===== src/rtl/loader_pkg.sv =====
// Shared constants and FSM state type for the search-array loader.
// The LFSR constants are consumed only when LOADER_LFSR_FILL_EN is defined.
package loader_pkg;

  localparam int DEPTH  = 512;
  localparam int DATA_W = 16;
  localparam int ADDR_W = 9;

  localparam logic [ADDR_W:0] DEPTH_CNT = (ADDR_W + 1)'(DEPTH);
  localparam logic [ADDR_W:0] LAST_CNT  = (ADDR_W + 1)'(DEPTH - 1);

  // Taps 16,14,13,11 in right-shifting form: feedback from bits 0,2,3,5.
  localparam logic [15:0] LFSR_SEED = 16'hACE1;
  localparam logic [15:0] LFSR_TAPS = 16'h002D;

  typedef enum logic [2:0] {
    IDLE,
    FILL,
    DRAIN,
    HANDOFF,
    REPORT
  } state_t;

endpackage


===== src/rtl/lfsr16.sv =====
// 16-bit Fibonacci LFSR used as an alternative fill source.
// Only compiled when LOADER_LFSR_FILL_EN is defined.
`ifdef LOADER_LFSR_FILL_EN
module lfsr16
  import loader_pkg::*;
(
  input  logic        clock,
  input  logic        reset,
  input  logic        load,
  input  logic        enable,
  output logic [15:0] q
);

  // The seed is the reset value so the register can never lock up at zero.
  always_ff @(posedge clock) begin
    if (reset || load) begin
      q <= LFSR_SEED;
    end else if (enable) begin
      q <= {^(q & LFSR_TAPS), q[15:1]};
    end
  end

endmodule
`endif


===== src/rtl/search_array_loader.sv =====
// Fills the shared search RAM with DEPTH words, then hands off to the searcher and captures its result.
// Optional LFSR fill source is enabled by defining LOADER_LFSR_FILL_EN.
module search_array_loader
  import loader_pkg::*;
(
  input  logic              clock,
  input  logic              reset,
  input  logic              load_req,
`ifdef LOADER_LFSR_FILL_EN
  input  logic              lfsr_mode,
`endif
  input  logic [DATA_W-1:0] in_data,
  input  logic              in_valid,
  output logic              in_ready,
  output logic              mem_we,
  output logic [ADDR_W-1:0] mem_addr,
  output logic [DATA_W-1:0] mem_wdata,
  output logic              mem_owner,
  output logic              search_start,
  input  logic              done_search,
  input  logic [15:0]       start_pos,
  input  logic [15:0]       length,
  output logic [15:0]       result_start_pos,
  output logic [15:0]       result_length,
  output logic              result_valid,
  output logic              busy,
  output logic [ADDR_W:0]   words_loaded
);

  state_t            state;
  state_t            state_next;
  logic              fill_we;
  logic [DATA_W-1:0] fill_word;
  logic              last_beat;
  logic              capture;

`ifdef LOADER_LFSR_FILL_EN
  logic        mode_q;
  logic [15:0] lfsr_q;

  lfsr16 u_lfsr (
    .clock  (clock),
    .reset  (reset),
    .load   (state == IDLE && load_req),
    .enable (fill_we && mode_q),
    .q      (lfsr_q)
  );

  // In LFSR mode the stream is shut off and every FILL cycle writes one word.
  assign in_ready  = (state == FILL) && !mode_q;
  assign fill_we   = mode_q ? (state == FILL) : (in_valid && in_ready);
  assign fill_word = mode_q ? lfsr_q : in_data;
`else
  assign in_ready  = (state == FILL);
  assign fill_we   = in_valid && in_ready;
  assign fill_word = in_data;
`endif

  assign last_beat = fill_we && (words_loaded == LAST_CNT);
  assign capture   = (state == HANDOFF) && done_search;
  assign mem_owner = (state == FILL) || (state == DRAIN);
  assign busy      = (state != IDLE);

  always_ff @(posedge clock) begin
    if (reset) begin
      state <= IDLE;
    end else begin
      state <= state_next;
    end
  end

  always_comb begin
    state_next = state;
    case (state)
      IDLE:    if (load_req) state_next = FILL;
      FILL:    if (last_beat) state_next = DRAIN;
      DRAIN:   state_next = HANDOFF;
      HANDOFF: if (done_search) state_next = REPORT;
      REPORT:  state_next = IDLE;
      default: state_next = IDLE;
    endcase
  end

  // search_start follows the registered state so it is high exactly while in HANDOFF.
  always_ff @(posedge clock) begin
    if (reset) begin
      mem_we           <= 1'b0;
      mem_addr         <= '0;
      mem_wdata        <= '0;
      words_loaded     <= '0;
      search_start     <= 1'b0;
      result_start_pos <= '0;
      result_length    <= '0;
      result_valid     <= 1'b0;
`ifdef LOADER_LFSR_FILL_EN
      mode_q           <= 1'b0;
`endif
    end else begin
      mem_we       <= fill_we;
      search_start <= (state_next == HANDOFF);
      result_valid <= capture;
      if (state == IDLE && load_req) begin
        words_loaded <= '0;
`ifdef LOADER_LFSR_FILL_EN
        mode_q       <= lfsr_mode;
`endif
      end
      if (fill_we) begin
        mem_addr  <= words_loaded[ADDR_W-1:0];
        mem_wdata <= fill_word;
        if (words_loaded != DEPTH_CNT) begin
          words_loaded <= words_loaded + 1'b1;
        end
      end
      if (capture) begin
        result_start_pos <= start_pos;
        result_length    <= length;
      end
    end
  end

endmodule


===== config.mk =====
export PLATFORM = sky130hd
export DESIGN_NAME = search_array_loader
export DESIGN_NICKNAME = d
export VERILOG_FILES = /design/src/rtl/loader_pkg.sv /design/src/rtl/lfsr16.sv /design/src/rtl/search_array_loader.sv
export SDC_FILE = /design/constraint.sdc
export NUM_CORES = 1
export LEC_CHECK = 0
export ABC_AREA = 1
export CAP_MARGIN = 20
export CORE_ASPECT_RATIO = 1.2
export CORE_UTILIZATION = 35
export DETAILED_ROUTE_END_ITERATION = 10
export PLACE_DENSITY = 0.67
export SLEW_MARGIN = 20
export SYNTH_ARGS = -nofsm -noshare
export SYNTH_HDL_FRONTEND = slang
export SYNTH_SLANG_ARGS = --single-unit

===== constraint.sdc =====
create_clock -name clock -period 3.6 [get_ports clock]
set_input_delay 0.9 -clock clock [delete_from_list [all_inputs] [get_ports clock]]
set_output_delay 0.9 -clock clock [all_outputs]
set_load 0.02 [all_outputs]

==> results.sh <==
export IMPL_final_min_clock_period_ps=2560
export IMPL_clk_latency_ps=340
export IMPL_critPathMaxFanout=3
export IMPL_die_y_um=100
export IMPL_ys_seq_area_share_pct=51.8
export IMPL_crit_start="state[1]$_SDFF_PP0_"
export IMPL_dp_cells=574
export IMPL_relSlewSlack_pct=62.3
export IMPL_synthArstFlopShare_pct=0
export IMPL_drt_pass1_iter_count=7
export IMPL_grt_use_met2_pct=34.0
export IMPL_numCtsBuffers=9
export IMPL_place_ws_ps=893
export IMPL_cts_resized=0
export IMPL_drt_iter0_drc=103
export IMPL_drv_slew=0
export IMPL_clkPwrFrac_pct=43.2
export IMPL_p_switching_uw=396
export IMPL_avgSynthCellArea_um2=7.53
export IMPL_cts_tree="done"
export IMPL_hpwl_um=5190
export IMPL_clk_pin_slew_ps=70
export IMPL_cellLeakagePower_nw=1.68
export IMPL_start_util_pct=36.4
export IMPL_core_um2=7750
export IMPL_grt_use_met3_pct=3.70
export IMPL_grt_max_degree=43
export IMPL_syn_area_um2=2820
export IMPL_fmax_ghz=0.391
export IMPL_cap_violations=0
export IMPL_cp_arrival_ps=1660
export IMPL_internal_power_mw=1.40
export IMPL_powerDensity_nw_per_um2=413
export IMPL_rsz0062_at_grt="no"
export IMPL_cts_root_buffer="clkbuf_8"
export IMPL_crit_type="reg2out"
export IMPL_violations="design-rule violations"
export IMPL_finalSetupTns_ps=0
export IMPL_comb_power_share_pct=10.4
export IMPL_seqPwrFrac_pct=46.4
export IMPL_insertedDiodeCount=0
export IMPL_hold_violations=0
export IMPL_place_congestion=0.833
export IMPL_synthTopCellsByArea="dfxtp_1 (52%), nor2_1 (16%), o21ai_0 (9.9%)"
export IMPL_synth_top_area_share_pct=51.8
export IMPL_synthCells=375
export IMPL_power_total_mw=1.80
export IMPL_route_detailed_drc=24
export IMPL_gr_max_usage_layer="met2"
export IMPL_hold_path_class="reg2reg"
export IMPL_mostFrequentLayoutCell="clkdlybuf4s50_1"
export IMPL_required_ps=2700
export IMPL_synth_main_ff_cell="dfxtp_1"
export IMPL_drt_wirelength_per_cell_um=12.8
export IMPL_area_growth_pct=54.0
export IMPL_nNetsFinal=548
export IMPL_synth_fp_nets=430
export IMPL_layout_common_cells="clkdlybuf4s50_1 (125), nor2_1 (120), dfxtp_1 (73)"
export IMPL_synth_cell_types=25
export IMPL_regToRegStartpoint="state[1]$_SDFF_PP0_"
export IMPL_crit_end="mem_owner"
export IMPL_peakVddDrop_mv=0.199
export IMPL_worst_pin_slew_ps=564
export IMPL_cp_start_kind="flip-flop"
export IMPL_htree_levels=3
export IMPL_synth_edff_count=0
export IMPL_num_rows=35
export IMPL_port_buffers=125
export IMPL_grt_pass1_vias=2720
export IMPL_grt_antenna_before_repair=0
export IMPL_cts_setup_buffers=0
export IMPL_min_from="mem_addr[6]$_SDFFE_PP0P_"
export IMPL_worstSetupEndpointType="output port"
export IMPL_ios=126
export IMPL_num_vias=2820
export IMPL_drive_above_1_share_pct=5.22
export IMPL_global_route_usage_met1_pct=20.9
export IMPL_setup_viol_count_final=0
export IMPL_p_sw_share_pct=22.0
export IMPL_drtAntennaViolNets=0
export IMPL_die_x_um=84
export IMPL_synth_seq_cells=73
export IMPL_synth_area_leader_cell="dfxtp_1"
export IMPL_r2r_slack_ps=1800
export IMPL_fin_skew_ps=5.32
export IMPL_gr_total_overflow=0
export IMPL_die_area_um2=8430
export IMPL_synth_warnings=0
export IMPL_vias_per_cell=4.78
export IMPL_cts_buffer_depth=2
export IMPL_grt_usage_pct=18.5
export IMPL_finalNonFillerCells=590
export IMPL_routed_wl_um=7550
export IMPL_cts_sinks=73
export IMPL_period_share_pct=71.1
export IMPL_reg2reg_to="result_length[14]$_SDFFE_PP0P_"
export IMPL_grt_pass1_wl_um=12500
export IMPL_reg2regPathDepth=6
export IMPL_hold_buffers=0
export IMPL_status="finished with violations"
export IMPL_setup_ws_ps=1040
## worst min-delay path by stage
stage | endpoint | slack, ps | cells past startpoint
5_1_grt | mem_addr[6]$_SDFFE_PP0P_ | 500 | 2
4_1_cts | mem_addr[6]$_SDFFE_PP0P_ | 460 | 2
3_5_place_dp | mem_addr[6]$_SDFFE_PP0P_ | 450 | 2
2_1_floorplan | mem_addr[4]$_SDFFE_PP0P_ | 540 | 2
6_report | mem_addr[6]$_SDFFE_PP0P_ | 460 | 2
3_3_place_gp | mem_addr[7]$_SDFFE_PP0P_ | 450 | 2
## synth_stat cells, types with 3 or more instances
library cell  number
xor2_1             3
dfxtp_1           73
nand2_1           41
nor2_1           120
nand3_1           14
clkbuf_1           7
inv_1             16
a21oi_1           15
o21ai_0           56
buf_2              8
## layer usage
metal / share of wire, % / vias to the layer above
met1: 42 / 1292
met5: 0 / -
li1: - / 1425
met3: 6.3 / 11
met4: 1.2 / 0
met2: 51 / 92
## flip-flops by register name (all words and copies together), names as in the netlist
signal            flops
mem_addr              9
mem_wdata            16
mem_we                1
result_length        16
result_start_pos     16
result_valid          1
search_start          1
state                 3
words_loaded         10
## per-stage QoR
| stage | cell area [µm²] | hold slack [ps] | utilization, % |
|---|---|---|---|
| global placement | 4100 | 449 | 52.9 |
| detailed placement | 4100 | 454 | 52.9 |
| floorplan | 2820 | 536 | - |
| global route | 4350 | 500 | 56.1 |
| CTS | 4350 | 465 | 56.1 |
| finish | 4350 | 462 | 56.1 |
## cell families after synthesis
logic type	synth area share (%)
compound gates	13.1
xor+xnor	1.24
fa+ha+maj	0.886
buf+inv	6.11
flops	51.8
simple gates	26.9
## power groups by stage
stage	clock network, mW	logic (mW)	registers (mW)
2_1_floorplan	0	0.0619	0.872
3_3_place_gp	0	0.187	0.853
4_1_cts	0.794	0.189	0.834
5_1_grt	0.825	0.204	0.837
3_5_place_dp	0	0.188	0.853
6_report	0.776	0.187	0.834
## area by class of cell
| type | count | area [µm²] |
|---|---|---|
| clock buffers | 11 | 141 |
| clock inverters | 5 | 103 |
| fillers | 728 | 3400 |
| inverters | 19 | 71.3 |
| multi-input cells | 263 | 1190 |
| flip-flops and latches | 73 | 1460 |
| well taps | 92 | 115 |
| repair buffers | 127 | 1270 |
## critical path: stages, from the launching register on
cell             delay, ps
dfxtp_1                380
inv_1                   70
nor2_2                 150
nand2_1                 70
nand2_1                 60
clkdlybuf4s50_1        600
No activity file was read; power rests on OpenSTA's default activity.
